$ cat config.mk
export PLATFORM = sky130hd
export DESIGN_NAME = inst_issue
export DESIGN_NICKNAME = d
export VERILOG_FILES = /design/src/rtl/inst_pkg.sv /design/src/rtl/inst_fifo.sv /design/src/rtl/inst_issue.sv
export SDC_FILE = /design/constraint.sdc
export NUM_CORES = 1
export LEC_CHECK = 0
export CAP_MARGIN = 20
export CORE_MARGIN = 10
export CORE_UTILIZATION = 50
export DETAILED_ROUTE_END_ITERATION = 7
export GPL_TIMING_DRIVEN = 0
export PLACE_DENSITY = 0.85
export SYNTH_ARGS = -nofsm -noshare
export SYNTH_HDL_FRONTEND = slang
export SYNTH_SLANG_ARGS = --single-unit
$ cat constraint.sdc
create_clock -name clk -period 2.9 [get_ports clk]
set_input_delay 0.435 -clock clk [delete_from_list [all_inputs] [get_ports clk]]
set_output_delay 0.435 -clock clk [all_outputs]
set_load 0.005 [all_outputs]
$ cat src/rtl/inst_pkg.sv
// Shared definitions for the 8-bit instruction interface: opcodes, field positions
// and per-opcode register usage.
package inst_pkg;

  localparam logic [1:0] OP_NOP  = 2'b00;
  localparam logic [1:0] OP_ADD  = 2'b01;
  localparam logic [1:0] OP_SET  = 2'b10;
  localparam logic [1:0] OP_NAND = 2'b11;

  // LSB of each 2-bit field inside an instruction byte
  localparam int unsigned OP_LSB  = 6;
  localparam int unsigned RS1_LSB = 4;
  localparam int unsigned RS2_LSB = 2;
  localparam int unsigned RD_LSB  = 0;

  function automatic logic reads_rs1(input logic [1:0] op);
    return (op == OP_ADD) || (op == OP_NAND);
  endfunction

  function automatic logic reads_rs2(input logic [1:0] op);
    return (op == OP_ADD) || (op == OP_NAND);
  endfunction

  function automatic logic writes_rd(input logic [1:0] op);
    return op != OP_NOP;
  endfunction

endpackage

$ cat src/rtl/inst_fifo.sv
// DEPTH x 8 instruction FIFO: storage, wrapping pointers and occupancy count.
// The caller guarantees no push when full and no pop when empty.
module inst_fifo #(
  parameter int unsigned DEPTH = 4
) (
  input  logic                     clk,
  input  logic                     rst,
  input  logic                     push,
  input  logic                     pop,
  input  logic [7:0]               wdata,
  output logic [7:0]               rdata,
  output logic                     empty,
  output logic                     full,
  output logic [$clog2(DEPTH):0]   count
);

  localparam int unsigned AW = $clog2(DEPTH);
  localparam int unsigned CW = AW + 1;

  logic [7:0]    mem_q [DEPTH];
  logic [AW-1:0] wr_ptr_q, rd_ptr_q;
  logic [CW-1:0] count_q, count_d;

  // Storage write; contents need no reset since count gates visibility
  always_ff @(posedge clk) begin
    if (push) mem_q[wr_ptr_q] <= wdata;
  end

  // Occupancy next state; simultaneous push and pop leaves it unchanged
  always_comb begin
    count_d = count_q;
    if (push && !pop) begin
      count_d = count_q + CW'(1);
    end else if (!push && pop) begin
      count_d = count_q - CW'(1);
    end
  end

  // Pointer and count registers; pointers wrap naturally as DEPTH is a power of two
  always_ff @(posedge clk or posedge rst) begin
    if (rst) begin
      wr_ptr_q <= '0;
      rd_ptr_q <= '0;
      count_q  <= '0;
    end else begin
      if (push) wr_ptr_q <= wr_ptr_q + AW'(1);
      if (pop)  rd_ptr_q <= rd_ptr_q + AW'(1);
      count_q <= count_d;
    end
  end

  assign rdata = mem_q[rd_ptr_q];
  assign empty = (count_q == '0);
  assign full  = (count_q == CW'(DEPTH));
  assign count = count_q;

endmodule

$ cat src/rtl/inst_issue.sv
// Instruction issue unit: buffers host instructions and issues them to the pipeline,
// holding any instruction whose source register still has a write in flight.
// Optional macro INST_ISSUE_NOP_FILL_EN keeps out_valid high and fills stalls with NOPs.
module inst_issue
  import inst_pkg::*;
#(
  parameter int unsigned DEPTH  = 4,
  parameter int unsigned WB_LAT = 2
) (
  input  logic                   clk,
  input  logic                   rst,
  input  logic [7:0]             in_inst,
  input  logic                   in_valid,
  output logic                   in_ready,
  output logic [7:0]             out_inst,
  output logic                   out_valid,
  input  logic                   out_ready,
  output logic [3:0]             busy,
  output logic [$clog2(DEPTH):0] count
);

  logic [7:0] head;
  logic       empty, full;
  logic       push, pop;
  logic [1:0] op, rs1, rs2, rd;
  logic       hazard, issuable, issue_wr;
  logic [2:0] cnt_q [4];
  logic [2:0] cnt_d [4];

  assign in_ready = !full;
  assign push     = in_valid && in_ready;

  inst_fifo #(
    .DEPTH (DEPTH)
  ) u_fifo (
    .clk   (clk),
    .rst   (rst),
    .push  (push),
    .pop   (pop),
    .wdata (in_inst),
    .rdata (head),
    .empty (empty),
    .full  (full),
    .count (count)
  );

  assign op  = head[OP_LSB  +: 2];
  assign rs1 = head[RS1_LSB +: 2];
  assign rs2 = head[RS2_LSB +: 2];
  assign rd  = head[RD_LSB  +: 2];

  // Busy flags and head hazard detection
  always_comb begin
    for (int i = 0; i < 4; i++) busy[i] = (cnt_q[i] != 3'd0);
    hazard   = (reads_rs1(op) && busy[rs1]) || (reads_rs2(op) && busy[rs2]);
    issuable = !empty && !hazard;
  end

  assign pop      = issuable && out_ready;
  assign issue_wr = pop && writes_rd(op);

  // Output mux: with NOP fill, stalls present a valid NOP instead of dropping valid
  always_comb begin
`ifdef INST_ISSUE_NOP_FILL_EN
    out_valid = 1'b1;
    out_inst  = issuable ? head : 8'h00;
`else
    out_valid = issuable;
    out_inst  = empty ? 8'h00 : head;
`endif
  end

  // Scoreboard next state: reload on issue to rd, otherwise count down to zero
  always_comb begin
    for (int i = 0; i < 4; i++) begin
      cnt_d[i] = cnt_q[i];
      if (issue_wr && (rd == 2'(i))) begin
        cnt_d[i] = 3'(WB_LAT);
      end else if (cnt_q[i] != 3'd0) begin
        cnt_d[i] = cnt_q[i] - 3'd1;
      end
    end
  end

  // Scoreboard counter registers
  always_ff @(posedge clk or posedge rst) begin
    if (rst) begin
      for (int i = 0; i < 4; i++) cnt_q[i] <= 3'd0;
    end else begin
      for (int i = 0; i < 4; i++) cnt_q[i] <= cnt_d[i];
    end
  end

endmodule

# --- Word level (Yosys, flattened, before mapping) ---
# Memory sizes are Yosys's and may differ from the RTL's.
# Cells that the tools add are included.
op_classes:
  addsub: 8
  order_cmp: 2
  eq_ne: 6
  mux: 17
  n_reduce_logical: 31
ops:
  columns: ["op", "count"]
  rows:
  - ["$mux W3", 10]
  - ["$sub A3 B1 Y3 const B", 5]
  - ["$logic_and A1 B1 Y1", 12]
  - ["$reduce_bool A2 Y1", 6]
  - ["$reduce_bool A3 Y1", 4]
  - ["$mux W8", 1]
  - ["$eq A2 B2 Y1 const B", 3]
  - ["$lt A2 B3 Y1 const B", 2]
  - ["$logic_not A1 Y1", 5]
  - ["$add A2 B1 Y2 const B", 2]
  - ["$bmux W1 S2", 2]
  - ["$eq A2 B1 Y1 const B", 2]
  - ["$mux W1", 4]
  - ["$add A3 B1 Y3 const B", 1]
  - ["$eq A3 B3 Y1 const B", 1]
  - ["$logic_not A3 Y1", 1]
  - ["$logic_not A2 Y1", 1]
  - ["$logic_or A1 B1 Y1", 2]
word_totals:
  regBits: 19
  mem_bits_rw: 32
  n_memories: 1
memory_table:
  columns: ["name", "depth", "width", "rd", "rd_clocked_by_memory_dff", "write_ports", "line", "rtl"]
  rows:
  - ["u_fifo.mem_q", 4, 8, 1, 0, 1, "inst_fifo.sv:20", "logic [7:0] mem_q [DEPTH];"]

# --- Logic depth before layout (Yosys ltp) ---
logic_depth:
  word_depth: 11
  depth_mapped: 14
  ltp_nobuf: 13

# --- Hierarchy ---
# A second synthesis with hierarchy kept.
unflattened:
  cells_unflattened: 183
  hier_area_um2: 2469.9
modules_own_cells:
  columns: ["module", "n_inst", "cells_per_inst", "area_each_um2", "seq_area_each_um2"]
  rows:
  - ["inst_fifo", 1, 77, 1551.5, 1136.1]
  - ["inst_issue", 1, 106, 918.4, 300.3]

# --- Worst setup path before layout ---
# OpenSTA, ideal clock, no wires.
synth_timing:
  path_kind: "flip-flop to flip-flop"
  start: "register u_fifo.rd_ptr_q[0]"
  end: "register u_fifo.count_q[2], in the netlist u_fifo.count[2]"
  arrival_ps: 2632
  required_ps: 2821
  path_slack_ps: 189
  path_stages_with_launch: 13
  n_path_buf: 1
  path_cell_list: "dfrtp_1 -> buf_6 -> mux4_1 -> inv_1 -> mux2_2 -> nand2_1 -> a21o_1 -> ha_1 -> inv_1 -> fa_1 -> xor2_1 -> nor2_1 -> xor2_1"
synth_via:
  elab_chain_len: 11
  word_cells_on_any_way: 19
synth_rtl:
  columns: ["item", "line", "rtl"]
  rows:
  - ["from (decl)", "inst_fifo.sv:21", "logic [AW-1:0] wr_ptr_q, rd_ptr_q;"]
  - ["from (signal assigned)", "inst_fifo.sv:47", "if (pop) rd_ptr_q <= rd_ptr_q + AW'(1);"]
  - ["$mem_v2 Z4 W8 *", null, null]
  - ["$bmux W1 S2, or another cell as far along", "inst_issue.sv:55", "hazard = (reads_rs1(op) && busy[rs1]) || (reads_rs2(op) && busy[rs2]);"]
  - ["$mux W1 (not written as such) or $logic_or A1 B1 Y1 (tied branches)", "inst_issue.sv:55, inst_pkg.sv:17, inst_pkg.sv:21", null]
  - ["$logic_and A1 B1 Y1", "inst_issue.sv:55", null]
  - ["$logic_or A1 B1 Y1 *", "inst_issue.sv:55", null]
  - ["$logic_not A1 Y1 *", "inst_issue.sv:56", "issuable = !empty && !hazard;"]
  - ["$logic_and A1 B1 Y1 *", "inst_issue.sv:56", null]
  - ["$logic_and A1 B1 Y1 *", "inst_issue.sv:59", "assign pop = issuable && out_ready;"]
  - ["$logic_not A1 Y1", "inst_fifo.sv:32", "if (push && !pop) begin"]
  - ["$logic_and A1 B1 Y1", "inst_fifo.sv:32", null]
  - ["$mux W3 or $reduce_bool A2 Y1 (tied branches)", null, null]
  - ["to (signal assigned)", "inst_fifo.sv:48", "count_q <= count_d;"]
  - ["to (decl)", "inst_fifo.sv:22", "logic [CW-1:0] count_q, count_d;"]
# Mark *: on every way between the ends. The rest lies on a longest branch, timed or not. The select of a mux whose other input is x is not followed.
# A chain may end at the register's enable or synchronous reset.

# --- Worst setup path in the final report ---
# Same ends and word-level chain as after synthesis.

==> impl_metrics.csv <==
group,metric,value,unit
run_status,status,"finished, final reports clean",
global_route,grt_pass1_wl,7.93,mm
clock_network,cts_made_buffers,5,
power,p_per_area,1130,nW/um^2
logic_synthesis,synth_edf_count,32,
global_route,antenna_found_initial,0,
sta,finalHoldViolCount,0,
layout,n_fill_cell,363,
global_route,use_met3,3.37,%
critical_path,worstPathRequired,3140,ps
critical_path,worst-setup-path-type,"flop to flop",
sta,finalCritPeriodShare,97.0,%
logic_synthesis,avgSynthCellArea,13.5,sq um
sta,worstMarginPinSlew,750,ps
clock_network,tritoncts,"yes",
global_route,grt_usage,11.8,%
floorplan,initial_core_util,52.8,%
logic_synthesis,synth.distinct_cells,36,
global_route,use_met1,12.9,%
drt,routedWlPerCell,16.5,microns
layout,final_nets,256,
floorplan,rows,25,
global_route,busiest_layer,"met2",
clock_network,cts_buffer_depth,2,
logic_synthesis,syn_nets,214,
power,irDropWorstVdd,0.496,mV
sta,whs,547,ps
logic_synthesis,synth_area,2540,sq um
logic_synthesis,synth-seq-cells,51,
logic_synthesis,synth_top_area_share,37.8,%
clock_network,clock_latency,310,ps
place,dp_hpwl,3.44,mm
place,port_buffers,28,
clock_network,cts_root_buf,"clkbuf_8",
logic_synthesis,ys_seq_area_share,56.5,%
layout,drive_above_1_share,18.2,%
sta,tns,0,ps
floorplan,core-area,4820,sq um
critical_path,cp-start-kind,"flop",
layout,area_growth,22.5,%
floorplan,die_area,8340,sq um
drt,dr.first_iter.drc_count,84,
clock_network,htree_levels,2,
logic_synthesis,async_flop_share,37.3,%
run,drv_cap,0,
logic_synthesis,synthFlopType,"edfxtp_1",
drt,routed_via_density,5.17,
drt,firstDrtPassIters,4,
critical_path,crit_fanout,5,
global_route,grt_max_degree,20,
logic_synthesis,synth_most_common_cell,"edfxtp_1",
drt,vias,1542,
critical_path,arrival,3050,ps
sta,fmax,356,MHz
critical_path,endpoint_kind,"flop",
layout,diodes,0,
floorplan,chipWidth,91.3,microns
logic_synthesis,synth_warnings,0,
place,gp_congestion,0.749,
critical_path,reg2regPathDepth,12,
clock_network,cts_hold_buffers,0,
logic_synthesis,syn_inst,188,
logic_synthesis,synthTopCellsByArea,"edfxtp_1 (38%), dfrtp_1 (19%), ha_1 (6.4%), mux4_2 (5.3%), mux2i_1 (3.9%)",
sta,layout_min_cycle_time,2810,ps
logic_synthesis,synthTopCellsByCount,"edfxtp_1 (32), dfrtp_1 (19), nor2_1 (17)",
global_route,grtUsageMet2,21.4,%
hold_path,min_path_type,"primary input to async pin",
floorplan,die_h,91.3,microns
drt,wirelength,4.93,mm
floorplan,io_pins,29,
global_route,grt_pass1_vias,1602,
sta,rsz0062_at_grt,"yes",
power,power_leakage,1.28,nW
drt,drc,0,
logic_synthesis,synth_top_area_cell,"edfxtp_1",
drt,ant_nets,0,
global_route,overflow,0,
sta,maxSlewViolCount,0,
clock_network,clk_pin_slew,100,ps
sta,relSlewSlack,50.0,%
sta,setup_violations,0,
sta,clock-skew-final,11.0,ps
clock_network,cts_sinks,51,
-- sequential cells by signal, summed over array words and instances (netlist names) --
signal and flops:
u_fifo.mem_q 32, cnt_q 12, u_fifo.count 3, u_fifo.rd_ptr_q 2
u_fifo.wr_ptr_q 2
-- power by group --
part,leakage (nW),internal (W),switching (W)
clock,0.0644,0.000344,0.000241
combinational,0.702,0.000937,0.000845
sequential,0.514,0.00102,0.000137
-- layout make-up --
cell class / instances / area, sq um / share of cell area (%)
clock inverter: 3 / 67.6 / 2.17
clock buffer: 5 / 68.8 / 2.21
tap: 67 / 83.8 / 2.69
multi-input combinational: 112 / 1000 / 32.1
sequential: 51 / 1440 / 46.1
inverter: 16 / 60.1 / 1.93
timing repair buffer: 35 / 332 / 10.6
buffer: 9 / 66.3 / 2.13
-- critical path: stages (launching register included) --
cell,delay (ps)
dfrtp_1,360
buf_6,130
mux4_2,560
mux2i_2,190
mux2_4,300
nand2_4,70
a21o_1,110
ha_2,190
inv_2,50
fa_2,350
xor2_1,140
nor2_1,120
xor2_1,150
-- cells by family (layout without fill, tap and decap cells) --
kind of cell | count (synthesis) | in the layout | share of synthesized area [%]
xor gates and xnor gates | 8 | 8 | 2.75
adders and majority gates | 14 | 14 | 7.18
AOI/OAI and AO/OA | 25 | 25 | 6.69
and+or+nand+nor | 44 | 44 | 9.15
DFF | 51 | 51 | 56.5
muxes | 21 | 21 | 12.8
buffers and inverters | 25 | 68 | 4.97
-- final timing paths --
check	to	slack [ps]	start
hold / removal	u_fifo.count[1]	550	rst
setup / recovery	u_fifo.count[2]	90	u_fifo.rd_ptr_q[0]
setup reg to reg	u_fifo.count[2]	90	u_fifo.rd_ptr_q[0]
hold reg to reg	cnt_q[9]	570	cnt_q[9]
max in group asynchronous	u_fifo.wr_ptr_q[1]	1880	rst
min in group clk	cnt_q[9]	570	cnt_q[9]
-- cell usage in the layout, fill, tap and decap left out, types with 3 or more instances in the layout --
| master | instances |
|---|---|
| and3_1 | 4 |
| a21o_1 | 5 |
| nor2b_1 | 7 |
| clkbuf_8 | 5 |
| nor2_1 | 17 |
| xnor2_1 | 6 |
| inv_1 | 13 |
| dfrtp_1 | 19 |
| mux2i_1 | 9 |
| mux4_2 | 6 |
| edfxtp_1 | 32 |
| a21oi_1 | 12 |
| nand2_1 | 3 |
| buf_2 | 5 |
| ha_1 | 12 |
| buf_4 | 7 |
| nand2b_1 | 5 |
| clkdlybuf4s50_1 | 27 |
-- layer usage --
layer,routed length [microns],share of wire (%),up-vias
li1,-,-,750
met1,2060,42,761
met2,2630,53,23
met3,169,3.4,8
met4,76,1.5,0
met5,0,0,-
-- through the flow --
step | setup slack, ps | util, % | total power (W) | instance area (sq um) | cells
final | 87.5 | 64.7 | 0.00352 | 3120 | 298
after global routing | -87.7 | 64.7 | 0.00378 | 3120 | 298
after CTS | 34.2 | 63.5 | 0.00345 | 3060 | 292
after detailed placement | -23.4 | 60.4 | 0.00284 | 2910 | 283
after global placement | 2.24 | 60.4 | 0.00277 | 2910 | 283
after floorplan | 189 | - | 0.00226 | 2540 | 188
-- repair_timing --
action / in CTS / in global routing
endpoints found under the setup margin: 2 / 2
pin swaps: 0 / 5
resized for setup: 4 / 5
buffers inserted: 1 / 6
(Power assumes the default switching activity.)
